File: src/rtl/dm_cache_controller.sv
// rtl/dm_cache_controller.sv - direct-mapped write-back write-allocate data cache controller
//
// Serves 32-bit CPU loads/stores from a LINES x WORDS internal array; on a miss
// evicts a dirty victim and refills the block one word at a time over the main
// memory read/write/done handshake.
//
// Ports:
//   clock, reset            clock, asynchronous active-high reset
//   cpu_read, cpu_write     CPU load/store request, held until cpu_done
//   cpu_addr[9:0]           byte address: tag [9:6], index [5:4], word [3:2]
//   cpu_wdata[31:0]         store data
//   cpu_rdata[31:0]         load data, valid while cpu_done
//   cpu_done                one-cycle completion pulse
//   mem_read, mem_write     word request to main memory, held until mem_done
//   mem_addr[9:0]           word-aligned memory address
//   mem_wdata[31:0]         write data to memory
//   mem_rdata[31:0]         read data from memory
//   mem_done                memory completion
module dm_cache_controller #(
  parameter int LINES = 4,
  parameter int WORDS = 4
) (
  input  logic        clock,
  input  logic        reset,
  input  logic        cpu_read,
  input  logic        cpu_write,
  input  logic [9:0]  cpu_addr,
  input  logic [31:0] cpu_wdata,
  output logic [31:0] cpu_rdata,
  output logic        cpu_done,
  output logic        mem_read,
  output logic        mem_write,
  output logic [9:0]  mem_addr,
  output logic [31:0] mem_wdata,
  input  logic [31:0] mem_rdata,
  input  logic        mem_done
);

  localparam int IDX_W = $clog2(LINES);
  localparam int OFF_W = $clog2(WORDS);
  localparam int TAG_W = 10 - 2 - IDX_W - OFF_W;

  typedef enum logic [1:0] {
    S_IDLE      = 2'd0,
    S_COMPARE   = 2'd1,
    S_WRITEBACK = 2'd2,
    S_ALLOCATE  = 2'd3
  } state_t;

  state_t             state_q;
  logic [OFF_W-1:0]   cnt_q;
  logic [9:2]         addr_q;
  logic [31:0]        wdata_q;
  logic               wr_q;
  logic [LINES-1:0]   valid_q;
  logic [LINES-1:0]   dirty_q;
  logic [31:0]        cpu_rdata_q;
  logic               cpu_done_q;
  logic               mem_read_q;
  logic               mem_write_q;
  logic [9:0]         mem_addr_q;
  logic [31:0]        mem_wdata_q;

  // Data and tags carry no reset: a line is only trusted through valid_q.
  logic [31:0]        data_q [LINES][WORDS];
  logic [TAG_W-1:0]   tag_q  [LINES];

  logic [TAG_W-1:0]   req_tag;
  logic [IDX_W-1:0]   req_idx;
  logic [OFF_W-1:0]   req_word;
  logic               hit;
  logic               last_word;
  logic               unused_addr_bits;

  assign req_tag   = addr_q[9 -: TAG_W];
  assign req_idx   = addr_q[OFF_W+2 +: IDX_W];
  assign req_word  = addr_q[2 +: OFF_W];
  assign hit       = valid_q[req_idx] && (tag_q[req_idx] == req_tag);
  assign last_word = (cnt_q == OFF_W'(WORDS - 1));

  // Byte-within-word bits never select anything.
  assign unused_addr_bits = ^cpu_addr[1:0];

  assign cpu_rdata = cpu_rdata_q;
  assign cpu_done  = cpu_done_q;
  assign mem_read  = mem_read_q;
  assign mem_write = mem_write_q;
  assign mem_addr  = mem_addr_q;
  assign mem_wdata = mem_wdata_q;

  always_ff @(posedge clock or posedge reset) begin
    if (reset) begin
      state_q     <= S_IDLE;
      cnt_q       <= '0;
      addr_q      <= '0;
      wdata_q     <= '0;
      wr_q        <= 1'b0;
      valid_q     <= '0;
      dirty_q     <= '0;
      cpu_rdata_q <= '0;
      cpu_done_q  <= 1'b0;
      mem_read_q  <= 1'b0;
      mem_write_q <= 1'b0;
      mem_addr_q  <= '0;
      mem_wdata_q <= '0;
    end else begin
      cpu_done_q <= 1'b0;
      case (state_q)
        S_IDLE: begin
          // Skipping the cycle that shows cpu_done keeps a still-held
          // request from being accepted twice.
          if (!cpu_done_q && (cpu_read || cpu_write)) begin
            addr_q  <= cpu_addr[9:2];
            wdata_q <= cpu_wdata;
            wr_q    <= !cpu_read;
            state_q <= S_COMPARE;
          end
        end
        S_COMPARE: begin
          cnt_q <= '0;
          if (hit) begin
            if (wr_q) begin
              dirty_q[req_idx] <= 1'b1;
            end else begin
              cpu_rdata_q <= data_q[req_idx][req_word];
            end
            cpu_done_q <= 1'b1;
            state_q    <= S_IDLE;
          end else if (valid_q[req_idx] && dirty_q[req_idx]) begin
            state_q <= S_WRITEBACK;
          end else begin
            state_q <= S_ALLOCATE;
          end
        end
        S_WRITEBACK: begin
          // Request low means either first word or the one-cycle gap after
          // the previous word; both lead straight into the next request.
          if (!mem_write_q) begin
            mem_write_q <= 1'b1;
            mem_addr_q  <= {tag_q[req_idx], req_idx, cnt_q, 2'b00};
            mem_wdata_q <= data_q[req_idx][cnt_q];
          end else if (mem_done) begin
            mem_write_q <= 1'b0;
            cnt_q       <= cnt_q + 1'b1;
            if (last_word) begin
              cnt_q   <= '0;
              state_q <= S_ALLOCATE;
            end
          end
        end
        S_ALLOCATE: begin
          if (!mem_read_q) begin
            mem_read_q <= 1'b1;
            mem_addr_q <= {req_tag, req_idx, cnt_q, 2'b00};
          end else if (mem_done) begin
            mem_read_q <= 1'b0;
            cnt_q      <= cnt_q + 1'b1;
            if (last_word) begin
              cnt_q            <= '0;
              valid_q[req_idx] <= 1'b1;
              dirty_q[req_idx] <= 1'b0;
              state_q          <= S_COMPARE;
            end
          end
        end
        default: state_q <= S_IDLE;
      endcase
    end
  end

  // Array writes: refill words as they arrive (tag with the last one), and
  // store hits once the line is resident.
  always_ff @(posedge clock) begin
    if (state_q == S_ALLOCATE && mem_read_q && mem_done) begin
      data_q[req_idx][cnt_q] <= mem_rdata;
      if (last_word) begin
        tag_q[req_idx] <= req_tag;
      end
    end else if (state_q == S_COMPARE && hit && wr_q) begin
      data_q[req_idx][req_word] <= wdata_q;
    end
  end

endmodule

File: config.mk
export PLATFORM = sky130hd
export DESIGN_NAME = dm_cache_controller
export DESIGN_NICKNAME = d
export VERILOG_FILES = /design/src/rtl/dm_cache_controller.sv
export SDC_FILE = /design/constraint.sdc
export NUM_CORES = 1
export LEC_CHECK = 0
export ABC_CLOCK_PERIOD_IN_PS = 7900
export CAP_MARGIN = 25
export CORE_MARGIN = 2
export CORE_UTILIZATION = 60
export CTS_CLUSTER_SIZE = 8
export DETAILED_ROUTE_END_ITERATION = 8
export MAX_ROUTING_LAYER = met4
export PLACE_DENSITY = 0.89
export SYNTH_ARGS = -nofsm -noshare
export SYNTH_HDL_FRONTEND = slang
export SYNTH_SLANG_ARGS = --single-unit
File: constraint.sdc
create_clock -name clock -period 7.9 [get_ports clock]
set_input_delay 0.79 -clock clock [delete_from_list [all_inputs] [get_ports clock]]
set_output_delay 0.79 -clock clock [all_outputs]
set_load 0.005 [all_outputs]
Word-level counts from Yosys, hierarchy flattened
Memories as Yosys holds them, arrays and structs flattened.
Index checks and enable logic that the tools add are counted.

storage, ports and cells
  output and inout port bits = 77
  memory bits (read-only) = 0
  latch bits = 0
  flip-flop bits (word level) = 130
  logic and storage cells = 380
  RAM bits = 528
  input port bits = 79
  memories = 2

cells by class
  $add $sub $neg = 1
  bitwise logic cells = 136
  div/mod/pow operators = 0
  reduce and logical (&&, ||, !) cells = 25
  multiplexer cells = 181
  magnitude comparators = 6
  equal/unequal tests = 16
  multipliers = 0
  shift-type cells = 0

memory list
  name    depth  width  read ports  clocked after Yosys merged registers in  wr ports  line  text
  data_q  4      128    1           0                                        1         65    logic [31:0] data_q [LINES][WORDS];
  tag_q   4      4      1           0                                        1         66    logic [TAG_W-1:0] tag_q [LINES];

operators by type and width
  operator                                                    number
  two-way mux 128 bit                                         2
  two-way mux 32 bit                                          6
  two-way mux 1 bit                                           143
  binary-select mux 32 bit (select 2 bit)                     2
  demux 32 bit (select 2 bit)                                 2
  OR 1 bit                                                    128
  two-way mux 2 bit                                           12
  inequality test 2 bit, second input constant                11
  two-way mux 10 bit                                          2
  two-way mux 4 bit                                           5
  one-hot mux 10 bit (2 select lines)                         1
  logical AND 1 bit                                           10
  AND reduction 3 bit                                         3
  OR 4 bit                                                    2
  one-hot mux 2 bit (4 select lines)                          1
  one-hot mux 4 bit (2 select lines)                          1
  AND reduction 7 bit                                         1
  == test 2 bit, second input constant                        3
  greater-or-equal comparator 3 bit, second input constant    2
  less-than comparator 3 x 1 -> 1 bit, second input constant  2
  NOT 2 -> 3 bit                                              2
  one-hot mux 2 bit (3 select lines)                          1
  AND reduction 6 bit                                         1
  AND 4 bit                                                   1
  16 further kinds                                            21

Depth between registers and ports, before layout
Gate-level depths: netlist of run 1.

  depth after elaboration = 10
  depth in mapped cells = 9
  gate-level depth less buffers = 7

Worst setup path before layout of run 1
OpenSTA, ideal clock, no wires.

  path kind = flip-flop to flip-flop
  from = reg addr_q[4] (netlist bit)
  to = mem data_q[0][0] (netlist bit) (enable)
  arrival = 3737 ps
  setup time = 432 ps
  clock period less this slack = 4169 ps
  setup slack = 3731 ps
  buffers on the path = 3
  required time = 7468 ps
  cell stages (with the launch flop) = 9
  path through = dfrtp_1 -> buf_6 -> mux4_2 -> xnor2_2 -> nand3_2 -> or4_1 -> buf_6 -> buf_6 -> a21oi_1

on the way
  longest elaborated chain between the ends = 9
  elaborated cells between the ends (all ways) = 11
  classes of those cells = 1 x eq/ne; 5 x mux; 1 x bitwise; 3 x reduce/logical; 1 x memory

RTL lines
  element                                                                            line  text
  start, declared                                                                    52    logic [9:2] addr_q;
  start signal, assigned                                                             113   addr_q <= cpu_addr[9:2];
  memory read (4 x 4 bit) or binary-select mux 1 bit (select 2 bit) (tied branches)  -
  == test 4 bit or two-way mux 1 bit (tied branches)                                 78    assign hit = valid_q[req_idx] && (tag_q[req_idx] == req_tag);
  logical AND 1 bit                                                                  78
  logical AND 1 bit (2 in a row)                                                     179   end else if (state_q == S_COMPARE && hit && wr_q) begin
  two-way mux 1 bit                                                                  179
  two-way mux 1 bit                                                                  174   if (state_q == S_ALLOCATE && mem_read_q && mem_done) begin
  two-way mux 128 bit (implied by the code)                                          180   data_q[req_idx][req_word] <= wdata_q;
  OR 1 bit (no line)                                                                 -
  end, declared                                                                      65

Parallel ways exist; a longest one is shown, timed or not. The select of a mux whose other input is x is not followed.

Worst setup path in the final report of run 1
  from = reg addr_q[4] (netlist bit)
  to = mem data_q[0][104] (netlist bit) (enable)

The elaborated chain is that of the path after synthesis.

==> metrics.cfg, run 1 <==
[pwr]
power_mw = 11.4
peakVddDrop_mv = 0.215
p_per_area_nw_per_um2 = 350
leakagePower_nw = 11.2

[worst_setup_path]
crit_path_max_fanout = 17
r2r_start = addr_q[4]
cp.arrival_ns = 4.77
startpoint_type = register
startpoint = addr_q[4]
critPathSlowestCell = a21oi_4
worstReg2RegEnd = data_q[0][104]
critical_path_class = register to register
cpPeakStageDelay_ns = 1.09
cp.required_ns = 8.19
reg2reg_depth = 7
r2r_slack_ns = 3.42
cp_common_cell = buf_4
cp_cell_sequence = buf_4, mux4_2, xnor2_1, and2_1, nand3_2, a21oi_4, buf_4
end_kind = register

[floorplan]
die_area_um2 = 47500
fp.dieH_um = 218
row_count = 78
io_pins = 156
core_area_um2 = 45300
initial_core_util = 0.606
die_w_um = 218

[global_route]
grt_first_pass_wirelength_mm = 108
grt_pass1_vias = 16233
grt_max_degree = 85
grt_antenna_before_repair = 2
grt_use_total = 0.330
grt.overflow.total = 0

[clocking]
cts_setup_buffers = 0
root_buffer = clkbuf_16
numCtsBuffers = 92
cts_tree = done
clkSinkCount = 656
ctsHoldBuffers = 0
clk_pin_slew_ns = 0.05
clk_path_buf_depth = 3
h-tree-depth = 3
clk_latency_ns = 0.63
cts_resized = 0

[sta]
finalCritPeriodShare = 0.568
rsz0062_at_grt = false
drv_slew = 0
hold_viol = 0
tns_ns = 0
fin_ws_ns = 3.42
slew_headroom = 0.292
setup_viol = 0
period_minus_slack_ns = 4.48
fmax_mhz = 223
tightest_slew_ns = 1.06
clock_skew_ns = 0.0189

[synthesis]
synth_simple_gate_area_share = 0.0119
synth_fa_ha_area_frac = 0.00365
avgSynthCellArea_um2 = 21.1
synth_top_cell_by_area = edfxtp_1
synth_top_family_by_area = multiplexers
syn_inst = 1303
synth_xor_area_frac = 0.00182
synth_compound_area_frac = 0.00921
synthTopCellsByArea = edfxtp_1 (58%), mux4_2 (16%), dfrtp_1 (12%), mux2_2 (8.5%), mux2_4 (1.4%)
ys.flop_type = edfxtp_1
synthMuxAreaShare = 0.264
ys_seq_area_frac = 0.694
ys_types = 40
synthArstFlopShare = 0.195
yosysMostFrequentCell = edfxtp_1
ys_top_cells_by_count = edfxtp_1 (528), mux2_2 (208), mux4_2 (198)
syn_area_um2 = 27400
ys_ff_latch = 656
synth_edf_count = 528
synth_top_area_share = 0.578
ys_warn_count = 0

[cells_and_area]
post_route_cells_drive_above_1_share = 0.385
fin_area_um2 = 32700
nets = 1595
area_delta_synth_final_pct = 19.2
final_core_util = 0.722
n_fill_cell = 2405

[placed_design]
port_buffers = 151
dp_hpwl_mm = 39.5
place_ws_ns = 2.83
dpl-instance-area_um2 = 29800
gp_congestion = 0.852

[detailed_routing]
drt_drc_violations_left = 0
drtIter0Drc = 2239
ant_nets = 0
wl_met2_mm = 38.0
vias = 15598
dr.pass1.iters = 8
totalWireLength_mm = 76.8
via_per_inst = 7.12
wl_met1_mm = 25.7
top_layer_used = met4
wl_met3_mm = 9.11
wl_per_cell_um = 35.1

[min_path]
hp-start = valid_q[1]
whs_endpoint = valid_q[1]
hold_depth = 1
hp-class = register to register

[outcome]
status = finished clean

[flow_run]
drv_cap = 0

==> metrics by stage <==
stage                     std cells  hold slack, ns
after floorplan                1304           0.434
after global placement         2005           0.446
after detailed placement       2006           0.453
after CTS                      2180           0.471
after global routing           2190           0.491
final                          2190           0.470
==> layer usage <==
layer	global-route usage	vias up
li1	-	5825
met1	0.410	8055
met2	0.516	1396
met3	0.0801	322
met4	0.161	0
met5	-	-
==> layout make-up <==
cell class	count	area [um^2]	share of cell area
well taps	600	751	0.0229
repair buffers	191	1990	0.0609
multi-input cells	559	8200	0.251
inverters	8	35.0	0.00107
clock inverters	7	61.3	0.00187
flip-flops and latches	656	19100	0.583
clock buffers	167	2610	0.0796
diodes	2	5.00	0.000153
==> how the worst max path moves through the flow <==
| stage | end |
|---|---|
| floorplan | asynchronous set/reset pin |
| global placement | data_q[2][42] |
| detailed placement | data_q[3][43] |
| CTS | data_q[2][47] |
| global route | data_q[0][117] |
| finish | data_q[0][104] |
==> registers in the layout, summed over array words and instances (netlist names), named ones only <==
signal,cells
addr_q,8
cnt_q,2
cpu_done,1
cpu_rdata,32
data_q,512
mem_addr,8
mem_read,1
mem_wdata,32
mem_write,1
state_q,2
tag_q,16
valid_q,4
wdata_q,32
wr_q,1
==> cell usage in the layout, fill, tap and decap left out, types with 11 or more instances in the layout <==
master and instances:
clkbuf_1 74, dfrtp_1 123, mux2_4 26, clkdlybuf4s50_1 151, nor2_1 11, mux4_2 198, clkbuf_16 93, edfxtp_1 528
a21oi_4 16, buf_4 31, o211ai_1 11, nand2_1 20, mux2_2 208
==> cell families after synthesis <==
logic type	count (synthesis)
other	1
DFF	656
adders and majority gates	8
muxes	438
buffers and inverters	89
xor gates and xnor gates	4
and+or+nand+nor	65
AOI/OAI and AO/OA	42
==> power by group <==
part	total, mW	internal (mW)	leakage, nW	switching, mW
logic	3.31	1.73	3.59	1.58
clock network	3.68	2.21	1.26	1.47
registers	4.46	4.10	6.34	0.358
total	11.4	8.04	11.2	3.41
==> critical path: cells and delay by family, from the launching register on <==
family                    cells  cell delay [ns]
AOI/OAI and AO/OA             1             1.09
xor gates and xnor gates      1             0.31
buffers and inverters         2             0.69
DFF                           1             0.38
muxes                         1             0.55
and+or+nand+nor               2             1.11
No activity file was read; power rests on OpenSTA's default activity.
==> run 2, diff against run 1 <==
==> config.mk (replaced) <==
export PLATFORM = sky130hd
export DESIGN_NAME = dm_cache_controller
export DESIGN_NICKNAME = d
export VERILOG_FILES = /design/src/rtl/dm_cache_controller.sv
export SDC_FILE = /design/constraint.sdc
export NUM_CORES = 1
export LEC_CHECK = 0
export ABC_CLOCK_PERIOD_IN_PS = 3900
export CAP_MARGIN = 25
export CORE_MARGIN = 2
export CORE_UTILIZATION = 54
export CTS_CLUSTER_SIZE = 8
export DETAILED_ROUTE_END_ITERATION = 8
export MAX_ROUTING_LAYER = met4
export PLACE_DENSITY = 0.85
export SYNTH_ARGS = -nofsm -noshare
export SYNTH_HDL_FRONTEND = slang
export SYNTH_SLANG_ARGS = --single-unit
==> constraint.sdc (replaced) <==
create_clock -name clock -period 3.9 [get_ports clock]
set_input_delay 0.39 -clock clock [delete_from_list [all_inputs] [get_ports clock]]
set_output_delay 0.39 -clock clock [all_outputs]
set_load 0.005 [all_outputs]
==> run 2 against run 1 <==
Compared with the run above:
- worst setup slack worse by 2.9 ns
- via count is 3.2% lower
- sequential power rose by 110%
- register-to-register slack lost 2.9 ns
- clock power rose by 100%
- critical path depth fell by 1
- first-iteration DRC count is 18% lower
- count of clock-buffer cells in the layout fell by 3
==> metrics.cfg, run 2 (same netlist as run 1, synthesis figures left out) <==
[sta]
fin_hold_ws_ns = 0.241  ; was 0.470 ns
drv_slew = 0  ; unchanged
fmax_mhz = 296  ; was 223 MHz
finalCritPeriodShare = 0.866  ; was 0.568
rsz0062_at_grt = false  ; unchanged
slew_headroom = 0.322  ; was 0.292
setup_viol = 0  ; unchanged
clock_skew_ns = 0.0183  ; was 0.0189 ns
fin_ws_ns = 0.524  ; was 3.42 ns
tightest_slew_ns = 1.02  ; was 1.06 ns
hold_viol = 0  ; unchanged
period_minus_slack_ns = 3.38  ; was 4.48 ns

[clocking]
clk_path_buf_depth = 3  ; unchanged
root_buffer = clkbuf_16  ; unchanged
clk_latency_ns = 0.63  ; about the same
h-tree-depth = 3  ; unchanged
ctsHoldBuffers = 0  ; unchanged
numCtsBuffers = 91  ; was 92
cts_tree = done  ; unchanged
cts_resized = 0  ; unchanged
clk_pin_slew_ns = 0.05  ; about the same
clkSinkCount = 656  ; unchanged
cts_setup_buffers = 0  ; unchanged

[cells_and_area]
area_delta_synth_final_pct = 19.7  ; was 19.2%
regMostFlops = data_q  ; unchanged
n_fill_cell = 3041  ; was 2405
post_route_cells_drive_above_1_share = 0.392  ; was 0.385
nets = 1612  ; was 1595
fin_area_um2 = 32900  ; was 32700 um^2
multi_input_area_um2 = 8200  ; unchanged
largest_reg_flops = 512  ; unchanged
seq_area_um2 = 19100  ; unchanged
layout_commonest_cell = edfxtp_1  ; unchanged
final_cell_mix = edfxtp_1 (528), mux2_2 (208), mux4_2 (198)  ; unchanged

[global_route]
grt_antenna_before_repair = 2  ; unchanged
grt_pass1_vias = 15972  ; was 16233
grt.overflow.total = 0  ; unchanged
grt_first_pass_wirelength_mm = 107  ; was 108 mm
grt_use_total = 0.291  ; was 0.330
grt_max_degree = 76  ; was 85

[pwr]
leakagePower_nw = 11.3  ; was 11.2 nW
peakVddDrop_mv = 0.436  ; was 0.215 mV
p_per_area_nw_per_um2 = 698  ; was 350 nW/um^2
power_mw = 22.9  ; was 11.4 mW

[worst_setup_path]
cp.arrival_ns = 3.73  ; was 4.77 ns
end_kind = register  ; unchanged
cp_num_buf_inv = 2  ; unchanged
startpoint = addr_q[4]  ; unchanged
crit_path_max_fanout = 75  ; was 17
cp_top_family = multiplexers  ; was simple AND/OR/NAND/NOR gates
cp_cell_sequence = buf_12, mux4_2, and3_1, nand3_2, buf_4, mux2_2  ; was buf_4, mux4_2, xnor2_1, and2_1, nand3_2, a21oi_4, buf_4
critical_path_class = register to register  ; unchanged
reg2reg_depth = 6  ; was 7
r2r_slack_ns = 0.52  ; was 3.42 ns
cp.required_ns = 4.25  ; was 8.19 ns
startpoint_type = register  ; unchanged
cpPeakStageDelay_ns = 0.64  ; was 1.09 ns
worstReg2RegEnd = data_q[2][113]  ; was data_q[0][104]
r2r_start = addr_q[4]  ; unchanged
critPathSlowestCell = mux4_2  ; was a21oi_4

[detailed_routing]
ant_nets = 0  ; unchanged
wl_per_cell_um = 32.0  ; was 35.1 um
vias = 15105  ; was 15598
dr.pass1.iters = 7  ; was 8
via_per_inst = 6.64  ; was 7.12
totalWireLength_mm = 72.7  ; was 76.8 mm
drt_drc_violations_left = 0  ; unchanged
drtIter0Drc = 1835  ; was 2239

[floorplan]
fp.dieH_um = 229  ; was 218 um
die_w_um = 229  ; was 218 um
initial_core_util = 0.547  ; was 0.606
die_area_um2 = 52600  ; was 47500 um^2
row_count = 82  ; was 78
core_area_um2 = 50200  ; was 45300 um^2
io_pins = 156  ; unchanged

[placed_design]
place_ws_ns = 0.527  ; was 2.83 ns
dp_hpwl_mm = 39.2  ; was 39.5 mm
port_buffers = 151  ; unchanged
gp_congestion = 0.869  ; was 0.852
dpl-instance-area_um2 = 30200  ; was 29800 um^2

[min_path]
hp-class = input port to asynchronous set/reset pin  ; was register to register

[flow_run]
drv_cap = 0  ; unchanged

[outcome]
status = finished clean  ; unchanged

[run 2: cell types whose count changed in the layout (fill, tap and decap cells not counted)]
cell,before,now
clkinv_4,1,0
buf_12,0,9
buf_4,31,49
buf_16,9,0
clkinv_8,0,2
clkbuf_1,74,71
inv_6,7,4
[run 2: area by class of cell]
type | instances | share of cell area
Inverter | 8 | 0.00107
Clock inverter | 5 | 0.00179
Multi-Input combinational cell | 559 | 0.249
Clock buffer | 164 | 0.0789
Tap cell | 672 | 0.0256
Timing Repair Buffer | 209 | 0.0627
Sequential cell | 656 | 0.580
Antenna cell | 2 | 0.000152
[run 2: how the worst max path moves through the flow]
stage / end / slack, ns / cells past startpoint
after detailed placement: cpu_rdata[31] / 0.53 / 5
after CTS: mem_wdata[5] / 0.49 / 5
final: data_q[2][113] / 0.52 / 6
after floorplan: data_q[0][0] / -0.27 / 8
after global placement: data_q[2][2] / 0.58 / 6
after global routing: cpu_rdata[31] / 0.38 / 5
[run 2: metrics by stage]
step	instances	setup TNS (ns)	util
after global routing	2275	0	0.655
after CTS	2273	0	0.655
after global placement	2104	0	0.602
final	2275	0	0.655
after floorplan	1304	-34.43	-
after detailed placement	2104	0	0.602
[run 2: power by group]
group	switching, mW	total [mW]	internal [mW]
logic	2.91	6.38	3.47
clock network	2.93	7.38	4.45
registers	0.866	9.18	8.31
[run 2: worst register-to-register path, stage by stage (launching register included)]
cell and delay [ns]:
dfrtp_4 0.50, buf_12 0.46, mux4_2 0.70, and3_1 0.31, nand3_2 0.26, buf_4 0.43, mux2_2 0.44
[run 2: metal layers]
layer,share of wire,global-route usage,vias up,wire length (um)
met3,0.12,0.0740,242,8400
met1,0.35,0.361,7871,25600
met4,0.043,0.135,0,3110
met2,0.49,0.453,1143,35700
met5,0,-,-,0
li1,-,-,5849,-
==> run 3, diff against run 2 <==
--- a/config.mk
+++ b/config.mk
@@ -13,6 +13,8 @@
 export DETAILED_ROUTE_END_ITERATION = 8
 export MAX_ROUTING_LAYER = met4
 export PLACE_DENSITY = 0.85
+export REMOVE_ABC_BUFFERS = 1
+export SLEW_MARGIN = 15
 export SYNTH_ARGS = -nofsm -noshare
 export SYNTH_HDL_FRONTEND = slang
 export SYNTH_SLANG_ARGS = --single-unit
==> run 3 against run 2 <==
Compared with the run above:
- cell area hardly changed
- sequential power about the same
- worst setup slack got worse by 0.18 ns
- utilization is essentially flat
- count of clock-buffer cells in the layout is 1 lower
- die area unchanged
- critical path type unchanged
- largest cell class unchanged
- largest power group unchanged
- highest routed layer unchanged
==> metrics.cfg, run 3 (same netlist as run 1, synthesis figures left out) <==
[detailed_routing]
vias = 14931  ; was 15105
wl_met2_mm = 36.3  ; was 35.7 mm
top_layer_used = met4  ; unchanged
drt_drc_violations_left = 0  ; unchanged
ant_nets = 0  ; unchanged
via_per_inst = 6.58  ; was 6.64
wl_met1_mm = 25.6  ; about the same
wl_per_cell_um = 31.6  ; was 32.0 um
dr.pass1.iters = 5  ; was 7
totalWireLength_mm = 71.6  ; was 72.7 mm
wl_met3_mm = 7.20  ; was 8.40 mm
drtIter0Drc = 1745  ; was 1835

[cells_and_area]
regMostFlops = data_q  ; unchanged
area_delta_synth_final_pct = 19.8  ; was 19.7%
fin_area_um2 = 32900  ; about the same
post_route_cells_drive_above_1_share = 0.389  ; was 0.392
nets = 1604  ; was 1612
layout_commonest_cell = edfxtp_1  ; unchanged
final_cell_mix = edfxtp_1 (528), mux2_2 (208), mux4_2 (198)  ; unchanged
final_core_util = 0.655  ; about the same
largest_reg_flops = 512  ; unchanged

[clocking]
root_buffer = clkbuf_16  ; unchanged
ctsHoldBuffers = 0  ; unchanged
h-tree-depth = 3  ; unchanged
cts_resized = 0  ; unchanged
clk_pin_slew_ns = 0.05  ; about the same
clkSinkCount = 656  ; unchanged
clk_path_buf_depth = 3  ; unchanged
cts_setup_buffers = 0  ; unchanged
cts_tree = done  ; unchanged
numCtsBuffers = 92  ; was 91
clk_latency_ns = 0.64  ; was 0.63 ns

[global_route]
grt_max_degree = 136  ; was 76
grt_pass1_vias = 15871  ; was 15972
grt_antenna_before_repair = 3  ; was 2
grt_use_total = 0.287  ; was 0.291
grt_first_pass_wirelength_mm = 106  ; was 107 mm
grt.overflow.total = 0  ; unchanged

[pwr]
p_comb_frac = 0.277  ; was 0.278
p_sw_mw = 6.64  ; was 6.71 mW
p_clk_frac = 0.324  ; was 0.322
seq_power_share = 0.399  ; was 0.400
p_sw_frac = 0.290  ; was 0.293
leakagePower_nw = 11.2  ; was 11.3 nW
p_int_mw = 16.3  ; was 16.2 mW
peakVddDrop_mv = 0.598  ; was 0.436 mV
p_per_area_nw_per_um2 = 697  ; was 698 nW/um^2

[sta]
hold_viol = 0  ; unchanged
rsz0062_at_grt = false  ; unchanged
drv_slew = 0  ; unchanged
slew_headroom = 0.312  ; was 0.322
tightest_slew_ns = 1.03  ; was 1.02 ns
finalCritPeriodShare = 0.911  ; was 0.866
clock_skew_ns = 0.0321  ; was 0.0183 ns
setup_viol = 0  ; unchanged
tns_ns = 0  ; unchanged
period_minus_slack_ns = 3.55  ; was 3.38 ns
fmax_mhz = 281  ; was 296 MHz

[floorplan]
die_area_um2 = 52600  ; unchanged
fp.dieH_um = 229  ; unchanged
initial_core_util = 0.547  ; unchanged
row_count = 82  ; unchanged
die_w_um = 229  ; unchanged
io_pins = 156  ; unchanged
core_area_um2 = 50200  ; unchanged

[worst_setup_path]
cp.arrival_ns = 4.04  ; was 3.73 ns
startpoint_type = register  ; unchanged
critical_path_class = register to register  ; unchanged
cp.required_ns = 4.39  ; was 4.25 ns
end_kind = register  ; unchanged
crit_path_max_fanout = 98  ; was 75

[placed_design]
dp_hpwl_mm = 38.6  ; was 39.2 mm
dpl-instance-area_um2 = 30200  ; about the same
gp_congestion = 0.773  ; was 0.869
port_buffers = 151  ; unchanged

[min_path]
hp-class = input port to asynchronous set/reset pin  ; unchanged

[flow_run]
drv_cap = 0  ; unchanged

[outcome]
status = finished clean  ; unchanged

==> run 3: worst paths after layout <==
kind / start / end / slack (ns) / cells past startpoint
worst max-delay path: addr_q[4] / mem_wdata[14] / 0.35 / 5
worst min-delay path: reset / mem_wdata[13] / 0.12 / 2
worst max register to register: addr_q[4] / mem_wdata[14] / 0.35 / 5
worst min register to register: valid_q[0] / valid_q[0] / 0.46 / 1
max in group asynchronous: reset / addr_q[5] / 3.07 / 3
min in group clock: cpu_wdata[0] / wdata_q[0] / 0.38 / 2
==> run 3: power by group through the flow <==
| stage | Clock [mW] | Combinational (mW) | Sequential, mW |
|---|---|---|---|
| finish | 7.43 | 6.35 | 9.15 |
| global route | 7.76 | 6.69 | 9.21 |
| CTS | 7.46 | 6.36 | 9.13 |
| detailed placement | 0 | 6.24 | 9.23 |
| global placement | 0 | 6.08 | 9.18 |
| floorplan | 0 | 3.77 | 9.38 |
==> run 3: stage by stage <==
stage	cells	total power, mW	setup WS [ns]	hold slack, ns
after floorplan	1223	13.2	-5.84	0.434
after global placement	2094	15.3	0.367	0.446
after detailed placement	2094	15.5	0.327	0.451
after CTS	2262	23.0	0.291	0.350
after global routing	2266	23.7	0.117	0.148
final	2268	22.9	0.345	0.116
==> run 3: critical path, stage by stage, from the launching register on <==
cell and delay [ns]:
dfrtp_4 0.51, buf_12 0.60, buf_4 0.74, mux4_2 0.64, mux4_2 0.49, mux2_2 0.29
==> run 3: layout make-up <==
class / count / area (um^2)
tap: 672 / 841
clock inverter: 5 / 62.6
sequential: 656 / 19100
multi-input combinational: 559 / 8220
antenna: 5 / 12.5
fill: 3029 / 17300
clock buffer: 163 / 2610
inverter: 8 / 36.3
timing repair buffer: 200 / 2010
==> run 3: layer usage <==
layer,global-route usage,vias to the layer above
li1,-,5840
met1,0.355,7820
met2,0.464,1056
met3,0.0593,215
met4,0.121,0
met5,-,-
